$ cat config.mk
export PLATFORM = sky130hd
export DESIGN_NAME = combine_top_flat
export DESIGN_NICKNAME = d
export VERILOG_FILES = /design/src/rtl/combine_pkg.sv /design/src/rtl/combine_if.sv /design/src/rtl/combine_bcd_mod_counter.sv /design/src/rtl/combine_top.sv /design/src/flat_wrapper.sv
export SDC_FILE = /design/constraint.sdc
export NUM_CORES = 1
export LEC_CHECK = 0
export BUFFER_PORTS_ARGS = -buffer_cell sky130_fd_sc_hd__buf_4
export CAP_MARGIN = 5
export CORE_ASPECT_RATIO = 0.7
export CORE_MARGIN = 8
export CORE_UTILIZATION = 58
export DETAILED_ROUTE_END_ITERATION = 12
export PLACE_DENSITY = 0.77
export RECOVER_POWER = 100
export SYNTH_ARGS = -nofsm -noshare
export SYNTH_HDL_FRONTEND = slang
export SYNTH_SLANG_ARGS = --single-unit
$ cat constraint.sdc
create_clock -name clk -period 2.3 [get_ports clk]
set_clock_uncertainty 0.1 [all_clocks]
set_input_delay 0.46 -clock clk [delete_from_list [all_inputs] [get_ports clk]]
set_output_delay 0.46 -clock clk [all_outputs]
set_load 0.05 [all_outputs]
$ cat src/rtl/combine_pkg.sv
// Shared constants and types for the digital clock / stopwatch slice.
package combine_pkg;

  localparam int DIGIT_W      = 4;
  localparam int SEC_MAX      = 59;
  localparam int MIN_MAX      = 59;
  localparam int HR_MAX       = 23;
  localparam int TICK_DIV_DEF = 1;

  localparam int BTN_INC_MIN  = 0;
  localparam int BTN_START    = 0;
  localparam int BTN_INC_HR   = 1;
  localparam int BTN_CLEAR    = 1;

  typedef logic [DIGIT_W-1:0] bcd_t;

  typedef struct packed {
    bcd_t tens;
    bcd_t units;
  } bcd_pair_t;

endpackage

$ cat src/rtl/combine_if.sv
// Board-side bundle: switches and buttons in, four BCD digits and two lamps out.
interface combine_if;
  import combine_pkg::*;

  logic       sw0;
  logic       sw1;
  logic       sw2;
  logic       sw3;
  logic [3:0] btn;
  bcd_t       led1;
  bcd_t       led2;
  bcd_t       led3;
  bcd_t       led4;
  logic       l_red;
  logic       l_blue;

  modport master (
    output sw0, sw1, sw2, sw3, btn,
    input  led1, led2, led3, led4, l_red, l_blue
  );

  modport slave (
    input  sw0, sw1, sw2, sw3, btn,
    output led1, led2, led3, led4, l_red, l_blue
  );

endinterface

$ cat src/rtl/combine_bcd_mod_counter.sv
// Two-digit BCD counter 00..MAX; clear beats increment, carry flags the wrap.
module bcd_mod_counter
  import combine_pkg::*;
#(
  parameter int MAX = 59
) (
  input  logic      clk,
  input  logic      rst,
  input  logic      i_inc,
  input  logic      i_clr,
  output bcd_pair_t o_q,
  output logic      o_carry
);

  localparam bcd_t MAX_T = bcd_t'(MAX / 10);
  localparam bcd_t MAX_U = bcd_t'(MAX % 10);

  bcd_pair_t r_q;
  logic      w_at_max;

  assign w_at_max = (r_q.tens == MAX_T) && (r_q.units == MAX_U);
  assign o_carry  = i_inc & w_at_max;
  assign o_q      = r_q;

  // NOTE: non-blocking so both digits update from the same pre-edge values.
  always_ff @(posedge clk or posedge rst) begin
    if (rst) begin
      r_q <= '0;
    end else if (i_clr) begin
      r_q <= '0;
    end else if (i_inc) begin
      if (w_at_max) begin
        r_q <= '0;
      end else if (r_q.units == bcd_t'(9)) begin
        r_q.units <= '0;
        r_q.tens  <= r_q.tens + bcd_t'(1);
      end else begin
        r_q.units <= r_q.units + bcd_t'(1);
      end
    end
  end

endmodule

$ cat src/rtl/combine_top.sv
// Digital clock top: 1 s prescaler, button edge detect, HH:MM:SS clock,
// MM:SS stopwatch and the display mux feeding four BCD digits.
module combine_top
  import combine_pkg::*;
#(
  parameter int TICK_DIV = TICK_DIV_DEF
) (
  input logic      clk,
  input logic      rst,
  combine_if.slave bus
);

  localparam int PW = (TICK_DIV > 1) ? $clog2(TICK_DIV) : 1;

  logic [PW-1:0] r_presc;
  logic [3:0]    r_btn_q;
  logic          r_sw_run;
  logic          r_blue;

  logic          w_tick;
  logic [3:0]    w_rise;
  logic          w_clk_run, w_set, w_sw_mode;
  logic          w_set_min, w_set_hr, w_sw_clr, w_sw_tog;
  logic          w_sec_carry, w_min_carry, w_sw_sec_carry;
  logic          w_unused_hr_carry, w_unused_sw_min_carry;
  bcd_pair_t     w_sec, w_min, w_hr, w_sw_sec, w_sw_min;
  bcd_pair_t     w_left, w_right;

  assign w_tick    = (r_presc == PW'(TICK_DIV - 1));
  assign w_rise    = bus.btn & ~r_btn_q;
  assign w_clk_run = w_tick & bus.sw1 & ~bus.sw0;
  assign w_set     = bus.sw0 & bus.sw3;
  assign w_sw_mode = ~bus.sw3;
  assign w_set_min = w_set & w_rise[BTN_INC_MIN];
  assign w_set_hr  = w_set & w_rise[BTN_INC_HR];
  assign w_sw_clr  = w_sw_mode & w_rise[BTN_CLEAR];
  assign w_sw_tog  = w_sw_mode & w_rise[BTN_START];

  always_ff @(posedge clk or posedge rst) begin
    if (rst) begin
      r_presc  <= '0;
      r_btn_q  <= '0;
      r_sw_run <= 1'b0;
      r_blue   <= 1'b0;
    end else begin
      r_presc <= w_tick ? '0 : r_presc + PW'(1);
      r_btn_q <= bus.btn;
      if (w_sw_clr)      r_sw_run <= 1'b0;
      else if (w_sw_tog) r_sw_run <= ~r_sw_run;
      if (w_clk_run)     r_blue   <= ~r_blue;
    end
  end

  // Set-mode minute presses must not ripple into the hours.
  bcd_mod_counter #(.MAX(SEC_MAX)) u_sec (
    .clk(clk), .rst(rst), .i_inc(w_clk_run), .i_clr(w_set_min),
    .o_q(w_sec), .o_carry(w_sec_carry));

  bcd_mod_counter #(.MAX(MIN_MAX)) u_min (
    .clk(clk), .rst(rst), .i_inc(w_sec_carry | w_set_min), .i_clr(1'b0),
    .o_q(w_min), .o_carry(w_min_carry));

  bcd_mod_counter #(.MAX(HR_MAX)) u_hr (
    .clk(clk), .rst(rst), .i_inc((w_min_carry & w_clk_run) | w_set_hr), .i_clr(1'b0),
    .o_q(w_hr), .o_carry(w_unused_hr_carry));

  bcd_mod_counter #(.MAX(SEC_MAX)) u_sw_sec (
    .clk(clk), .rst(rst), .i_inc(w_tick & r_sw_run), .i_clr(w_sw_clr),
    .o_q(w_sw_sec), .o_carry(w_sw_sec_carry));

  bcd_mod_counter #(.MAX(MIN_MAX)) u_sw_min (
    .clk(clk), .rst(rst), .i_inc(w_sw_sec_carry), .i_clr(w_sw_clr),
    .o_q(w_sw_min), .o_carry(w_unused_sw_min_carry));

  // NOTE: defaults first so every path assigns both pairs and no latch is inferred.
  always_comb begin
    w_left  = w_sw_min;
    w_right = w_sw_sec;
    if (bus.sw3) begin
      if (bus.sw2) begin
        w_left  = w_hr;
        w_right = w_min;
      end else begin
        w_left  = w_min;
        w_right = w_sec;
      end
    end
  end

  assign bus.led1   = w_left.tens;
  assign bus.led2   = w_left.units;
  assign bus.led3   = w_right.tens;
  assign bus.led4   = w_right.units;
  assign bus.l_red  = r_sw_run;
  assign bus.l_blue = r_blue;

endmodule

$ cat src/flat_wrapper.sv
// flat-port wrapper written by rule: the top's interface ports become plain ports
module combine_top_flat import combine_pkg::*;
#(
  parameter int TICK_DIV = TICK_DIV_DEF
)
  (clk, rst, bus_sw0, bus_sw1, bus_sw2, bus_sw3, bus_btn, bus_led1, bus_led2, bus_led3, bus_led4, bus_l_red, bus_l_blue);
  combine_if bus_i ();
  input logic clk;
  input logic rst;
  input wire logic [$bits(bus_i.sw0)-1:0] bus_sw0;
  input wire logic [$bits(bus_i.sw1)-1:0] bus_sw1;
  input wire logic [$bits(bus_i.sw2)-1:0] bus_sw2;
  input wire logic [$bits(bus_i.sw3)-1:0] bus_sw3;
  input wire logic [$bits(bus_i.btn)-1:0] bus_btn;
  output wire logic [$bits(bus_i.led1)-1:0] bus_led1;
  output wire logic [$bits(bus_i.led2)-1:0] bus_led2;
  output wire logic [$bits(bus_i.led3)-1:0] bus_led3;
  output wire logic [$bits(bus_i.led4)-1:0] bus_led4;
  output wire logic [$bits(bus_i.l_red)-1:0] bus_l_red;
  output wire logic [$bits(bus_i.l_blue)-1:0] bus_l_blue;
  assign bus_i.sw0 = bus_sw0;
  assign bus_i.sw1 = bus_sw1;
  assign bus_i.sw2 = bus_sw2;
  assign bus_i.sw3 = bus_sw3;
  assign bus_i.btn = bus_btn;
  assign bus_led1 = bus_i.led1;
  assign bus_led2 = bus_i.led2;
  assign bus_led3 = bus_i.led3;
  assign bus_led4 = bus_i.led4;
  assign bus_l_red = bus_i.l_red;
  assign bus_l_blue = bus_i.l_blue;
  combine_top #(.TICK_DIV(TICK_DIV)) u_core (.clk(clk), .rst(rst), .bus(bus_i));
endmodule
# After elaboration in Yosys (flattened, before gate mapping)
# Index checks and enable logic that the tools add are counted.
# totals
regBits	45
out_inout_bits	18
elab_cells	104
# classes
n_addsub	11
eq_ne	11
muxes	28
bitwise_logic	21
n_reduce_logical	19
# op_table
op	n
8-bit 2-to-1 mux	15
4-bit by 1-bit adder with 4-bit output, second input constant	10
4-bit 2-to-1 mux	10
4-bit equality test, second input constant	5
4-bit by 3-bit equality test with 1-bit output, second input constant	4
1-bit bitwise AND	12
2-bit nonzero test	6
2-bit AND reduction	5
3-bit nonzero test	3
4-bit by 2-bit equality test with 1-bit output, second input constant	2
1-bit logical AND	5
1-bit NOT	5
1-bit 2-to-1 mux	3
2-bit bitwise AND	1
2-bit NOT	1
1-bit bitwise OR	2
1-bit adder, second input constant	1

# Depth between registers and ports, before layout
# depth
depth_word	9
depth_mapped	7

# Modules after synthesis
# From an unflattened synthesis, not the netlist that was laid out.
# hier_totals
hier_cells	333
hier_area_um2	3050.4
# modules_own_cells
module	n_inst	cells_per_inst	area_per_inst_um2	seq_area_each_um2
bcd_mod_counter (u_core.u_min ...)	4	51	495.5	200.2
combine_top	1	72	543.0	100.1
bcd_mod_counter (u_core.u_hr)	1	57	525.5	200.2

# Least setup slack after synthesis
# Ideal clock, no wire load.
# synth_timing
path_kind	in2out
startpoint	in bus_sw2
endpoint	out bus_led4[2]
arrival_time_ns	1.989
required_ns	1.740
slack_ns	-0.249
path_stages	4
cell_sequence	clkbuf_1 -> buf_2 -> mux2i_1 -> a21oi_1
# synth_between
elab_chain_len	2
# synth_rtl
item	line_no	source
start: declaration	flat_wrapper.sv:12	input wire logic [$bits(bus_i.sw2)-1:0] bus_sw2;
8-bit 2-to-1 mux	combine_top.sv:80	if (bus.sw2) begin
8-bit 2-to-1 mux	combine_top.sv:79	if (bus.sw3) begin
end: declaration	flat_wrapper.sv:18	output wire logic [$bits(bus_i.led4)-1:0] bus_led4;
# Every way passes these cells.

# Worst setup path in the final report
# layout_timing
startpoint	reg u_core.u_sec.r_q, in the netlist u_core.u_sec.o_q[0]
endpoint	reg u_core.u_hr.r_q, in the netlist u_core.u_hr.o_q[5]
# layout_between
elab_chain_len	8
# layout_rtl
item	line_no	source
start: declaration	combine_bcd_mod_counter.sv:18	bcd_pair_t r_q;
4-bit equality test	combine_bcd_mod_counter.sv:21	assign w_at_max = (r_q.tens == MAX_T) && (r_q.units == MAX_U);
1-bit logical AND	combine_bcd_mod_counter.sv:21	
1-bit bitwise AND	combine_bcd_mod_counter.sv:22	assign o_carry = i_inc & w_at_max;
1-bit bitwise OR	combine_top.sv:60	.clk(clk), .rst(rst), .i_inc(w_sec_carry | w_set_min), .i_clr(1'b0),
1-bit bitwise AND	combine_bcd_mod_counter.sv:22	
1-bit bitwise AND	combine_top.sv:64	.clk(clk), .rst(rst), .i_inc((w_min_carry & w_clk_run) | w_set_hr), .i_clr(1'b0),
1-bit bitwise OR	combine_top.sv:64	
2-bit AND reduction (no line)	n/a	
end: declaration	combine_bcd_mod_counter.sv:18	
# Every way passes these cells.
# A chain may end at the register's enable or synchronous reset.

==> impl_metrics.toml <==
[synthesis]
mappedNetlistNets = 337
synthMostInstantiatedCell = "sky130_fd_sc_hd__dfrtp_1"
yosysSeqAreaShare_pct = 38.99
synth_enable_flop_cells = 0
post_synth_and_or_nand_nor_area_fraction_pct = 22.55
dominantRegCellSynth = "sky130_fd_sc_hd__dfrtp_1"
synth_adder_area_share_pct = 8.861
largest_family_of_logic_cells_by_synthesized_area = "simple AND/OR/NAND/NOR gates"
post_synth_mux_area_share_pct = 8.817
ys_ff_latch = 44
synthesis.instances = 307
async_reset_ff_share_pct = 100.0
yosysWarningCount = 0
ys_top_cells_by_count = "sky130_fd_sc_hd__dfrtp_1, sky130_fd_sc_hd__nor2_1, sky130_fd_sc_hd__a21oi_1, sky130_fd_sc_hd__o21ai_0, sky130_fd_sc_hd__ha_1"
syn_area_um2 = 2824
post_synth_main_area_contributors = "sky130_fd_sc_hd__dfrtp_1, sky130_fd_sc_hd__ha_1, sky130_fd_sc_hd__mux2i_1"
post_synth.cell_area_avg_um2 = 9.199
synth-xor-area-share_pct = 1.241
synth_largest_area_cell = "sky130_fd_sc_hd__dfrtp_1"
synthDominantCellAreaShare_pct = 38.99
post_synth_num_cell_types = 45
complex_gate_fraction_of_the_synthesized_area_pct = 15.86

[clock_network]
clkTransAtPathRegs_ns = 0.09
clock_insertion_delay_worst_skew_ns = 0.31
cts_tree = "built"
clock_sink_count = 44
ctsRootBufferMaster = "sky130_fd_sc_hd__clkbuf_8"
htree_num_levels = 2
numCtsBuffers = 5
postCtsHoldBufs = 0
post-cts-setup-buffer-count = 0
clock_tree.buffer_depth = 2
cts_resized = 0

[setup_path]
startpoint_type = "flip-flop"
critical_path.endpoint_type = "flip-flop"
path_max_fanout = 6
timing.critical_path.arrival_ns = 2.18
criticalPathCategory = "flip-flop to flip-flop"
cp_data_required_time_ns = 2.40

[placement]
finalWeightedCongestion = 0.8338
dp.final_hpwl_um = 4818
placedInstanceArea_um2 = 3148
io_buffers = 25

[die]
die_w_um = 99.40
dieHeight_um = 74.38
i_o_pin_count = 28
fp.dieArea_um2 = 7393
fp-row-count = 21
fp.coreArea_um2 = 4730
initial_core_utilization_pct = 59.71

[detailed_routing]
drc = 0
detail_route.iter0.violations = 131
post_drt_wl_per_cell_um = 16.40
routed_via_density = 5.836
detailroute.via_count = 2311
dr.pass1.iters = 4
antenna_left = 0
drt-total-wl_um = 6496

[timing]
rsz0062_at_grt = "false"
totalNegativeSetupSlack_ns = 0
report.final.slew_viol_count = 0
report.final.setup_viol = 0
maxClockFrequency_ghz = 0.4810
hold_viol = 0
fin_crit_ns = 2.079
worstMarginPinSlew_ns = 0.8580
final_cycle_share_pct = 90.39
max_slew_margin_vs_limit_pct = 42.80

[pwr]
p_comb_share_pct = 36.9
total_switching_power_mw = 1.225
leakage_nw = 1.476
switching_share_pct = 42.57
fin_total_pwr_mw = 2.878
intPower_mw = 1.653
power_density_nw_per_um2 = 905.9
clock_power_share_pct = 21.2
vdd_drop_max_mv = 0.5632
seq_power_share_pct = 41.9

[grt]
largest_net_degree_at_the_start_of_global_routing = 33
global_route_wire_length_before_repair_um = 11040
grt_pass1_vias = 2260
grt_antenna_before_repair = 0
overflow = 0
grtUsageTotal_pct = 18.86

[final_layout]
finalNetCount = 368
post_route_cells_drive_above_1_share_pct = 17.70
postLayoutCellArea_um2 = 3177
nFillCells = 415
area_growth_syn_to_layout_pct = 12.49
num_antenna_cells = 0

[flow_run]
cap_violations = 0

[run_status]
outcome = "finished, final reports clean"

[hold_path]
hp-class = "primary input to async pin"
## placed cells by master, fill, tap and decap left out, types with 3 or more instances in the layout
cell	count
sky130_fd_sc_hd__dfrtp_1	44
sky130_fd_sc_hd__nor2_1	32
sky130_fd_sc_hd__o21ai_0	26
sky130_fd_sc_hd__ha_1	20
sky130_fd_sc_hd__nand2_1	19
sky130_fd_sc_hd__mux2i_1	17
sky130_fd_sc_hd__a21oi_1	16
sky130_fd_sc_hd__clkbuf_2	15
sky130_fd_sc_hd__nand3_1	14
sky130_fd_sc_hd__inv_1	12
sky130_fd_sc_hd__buf_4	11
sky130_fd_sc_hd__a21oi_2	10
sky130_fd_sc_hd__clkbuf_1	9
sky130_fd_sc_hd__and3b_1	8
sky130_fd_sc_hd__mux2_2	7
sky130_fd_sc_hd__nand2b_1	7
sky130_fd_sc_hd__o31ai_1	7
sky130_fd_sc_hd__nor3_1	6
sky130_fd_sc_hd__nor2b_1	5
sky130_fd_sc_hd__clkbuf_8	5
sky130_fd_sc_hd__or3_1	4
sky130_fd_sc_hd__o2bb2ai_1	3
sky130_fd_sc_hd__a21o_1	3
## final cells by class
type                            instances  area [um^2]  share of cell area (%)
Tap cell                               57        71.32                   2.245
Timing Repair Buffer                   36        198.9                   6.262
Sequential cell                        44         1101                   34.66
Clock inverter                          3        42.54                   1.339
Inverter                               13        48.80                   1.536
Multi-Input combinational cell        238         1645                   51.79
Clock buffer                            5        68.82                   2.166
## power by group through the flow
stage | Clock (mW) | Combinational, mW | Sequential [mW]
5_1_grt | 0.637 | 1.18 | 1.24
3_3_place_gp | 0 | 1.09 | 1.20
4_1_cts | 0.614 | 1.12 | 1.20
2_1_floorplan | 0 | 0.795 | 1.19
3_5_place_dp | 0 | 1.12 | 1.22
6_report | 0.610 | 1.06 | 1.21
## flip-flops by register name, indices dropped and copies added, names as in the netlist
signal and cells:
u_core.bus.l_blue 1, u_core.bus.l_red 1, u_core.r_btn_q 2, u_core.u_hr.o_q 8, u_core.u_min.o_q 8, u_core.u_sec.o_q 8
u_core.u_sw_min.o_q 8, u_core.u_sw_sec.o_q 8
## through the flow
stage	std cells	util, %	hold WS [ns]	setup WS (ns)
global route	396	67.17	0.07398	0.1248
finish	396	67.17	0.02920	0.2209
CTS	396	68.92	0.04645	0.2374
global placement	388	66.56	0.3634	0.2060
floorplan	307	-	0.3615	0.03883
detailed placement	388	66.56	0.3641	0.1042
## critical path, stage by stage (launching register included)
cell                      delay (ns)
sky130_fd_sc_hd__dfrtp_1        0.44
sky130_fd_sc_hd__ha_1           0.24
sky130_fd_sc_hd__and3b_1        0.24
sky130_fd_sc_hd__a211o_1        0.43
sky130_fd_sc_hd__nand3_1        0.18
sky130_fd_sc_hd__mux2_2         0.35
## routing by layer
layer	global-route usage, %	share of wire, %	up-vias
met5	0	0	-
met4	7.846	1.5	0
met3	3.738	4.7	7
met2	29.38	43	49
met1	25.18	50	1092
li1	-	-	1163
## worst paths after layout
path                                     start                      to  slack [ns]  cells past startpoint
max in group asynchronous                  rst     u_core.u_min.o_q[1]        0.96                      3
hold / removal                             rst  u_core.u_sw_sec.o_q[6]        0.03                      2
setup reg to reg           u_core.u_sec.o_q[0]      u_core.u_hr.o_q[5]        0.22                      5
hold reg to reg              u_core.bus.l_blue       u_core.bus.l_blue        0.38                      1
setup / recovery           u_core.u_sec.o_q[0]      u_core.u_hr.o_q[5]        0.22                      5
min in group clk                    bus_btn[0]       u_core.r_btn_q[0]        0.21                      1
## cells by family (layout without fill, tap and decap cells)
kind of cell / Yosys count / count (layout)
AO/OA/AOI/OAI: 74 / 74
multiplexers: 24 / 24
XOR/XNOR: 4 / 4
AND/OR/NAND/NOR: 116 / 116
flip-flops: 44 / 44
adder cells (fa/ha/maj): 20 / 20
buffers and inverters: 25 / 57
(Power assumes the default switching activity.)
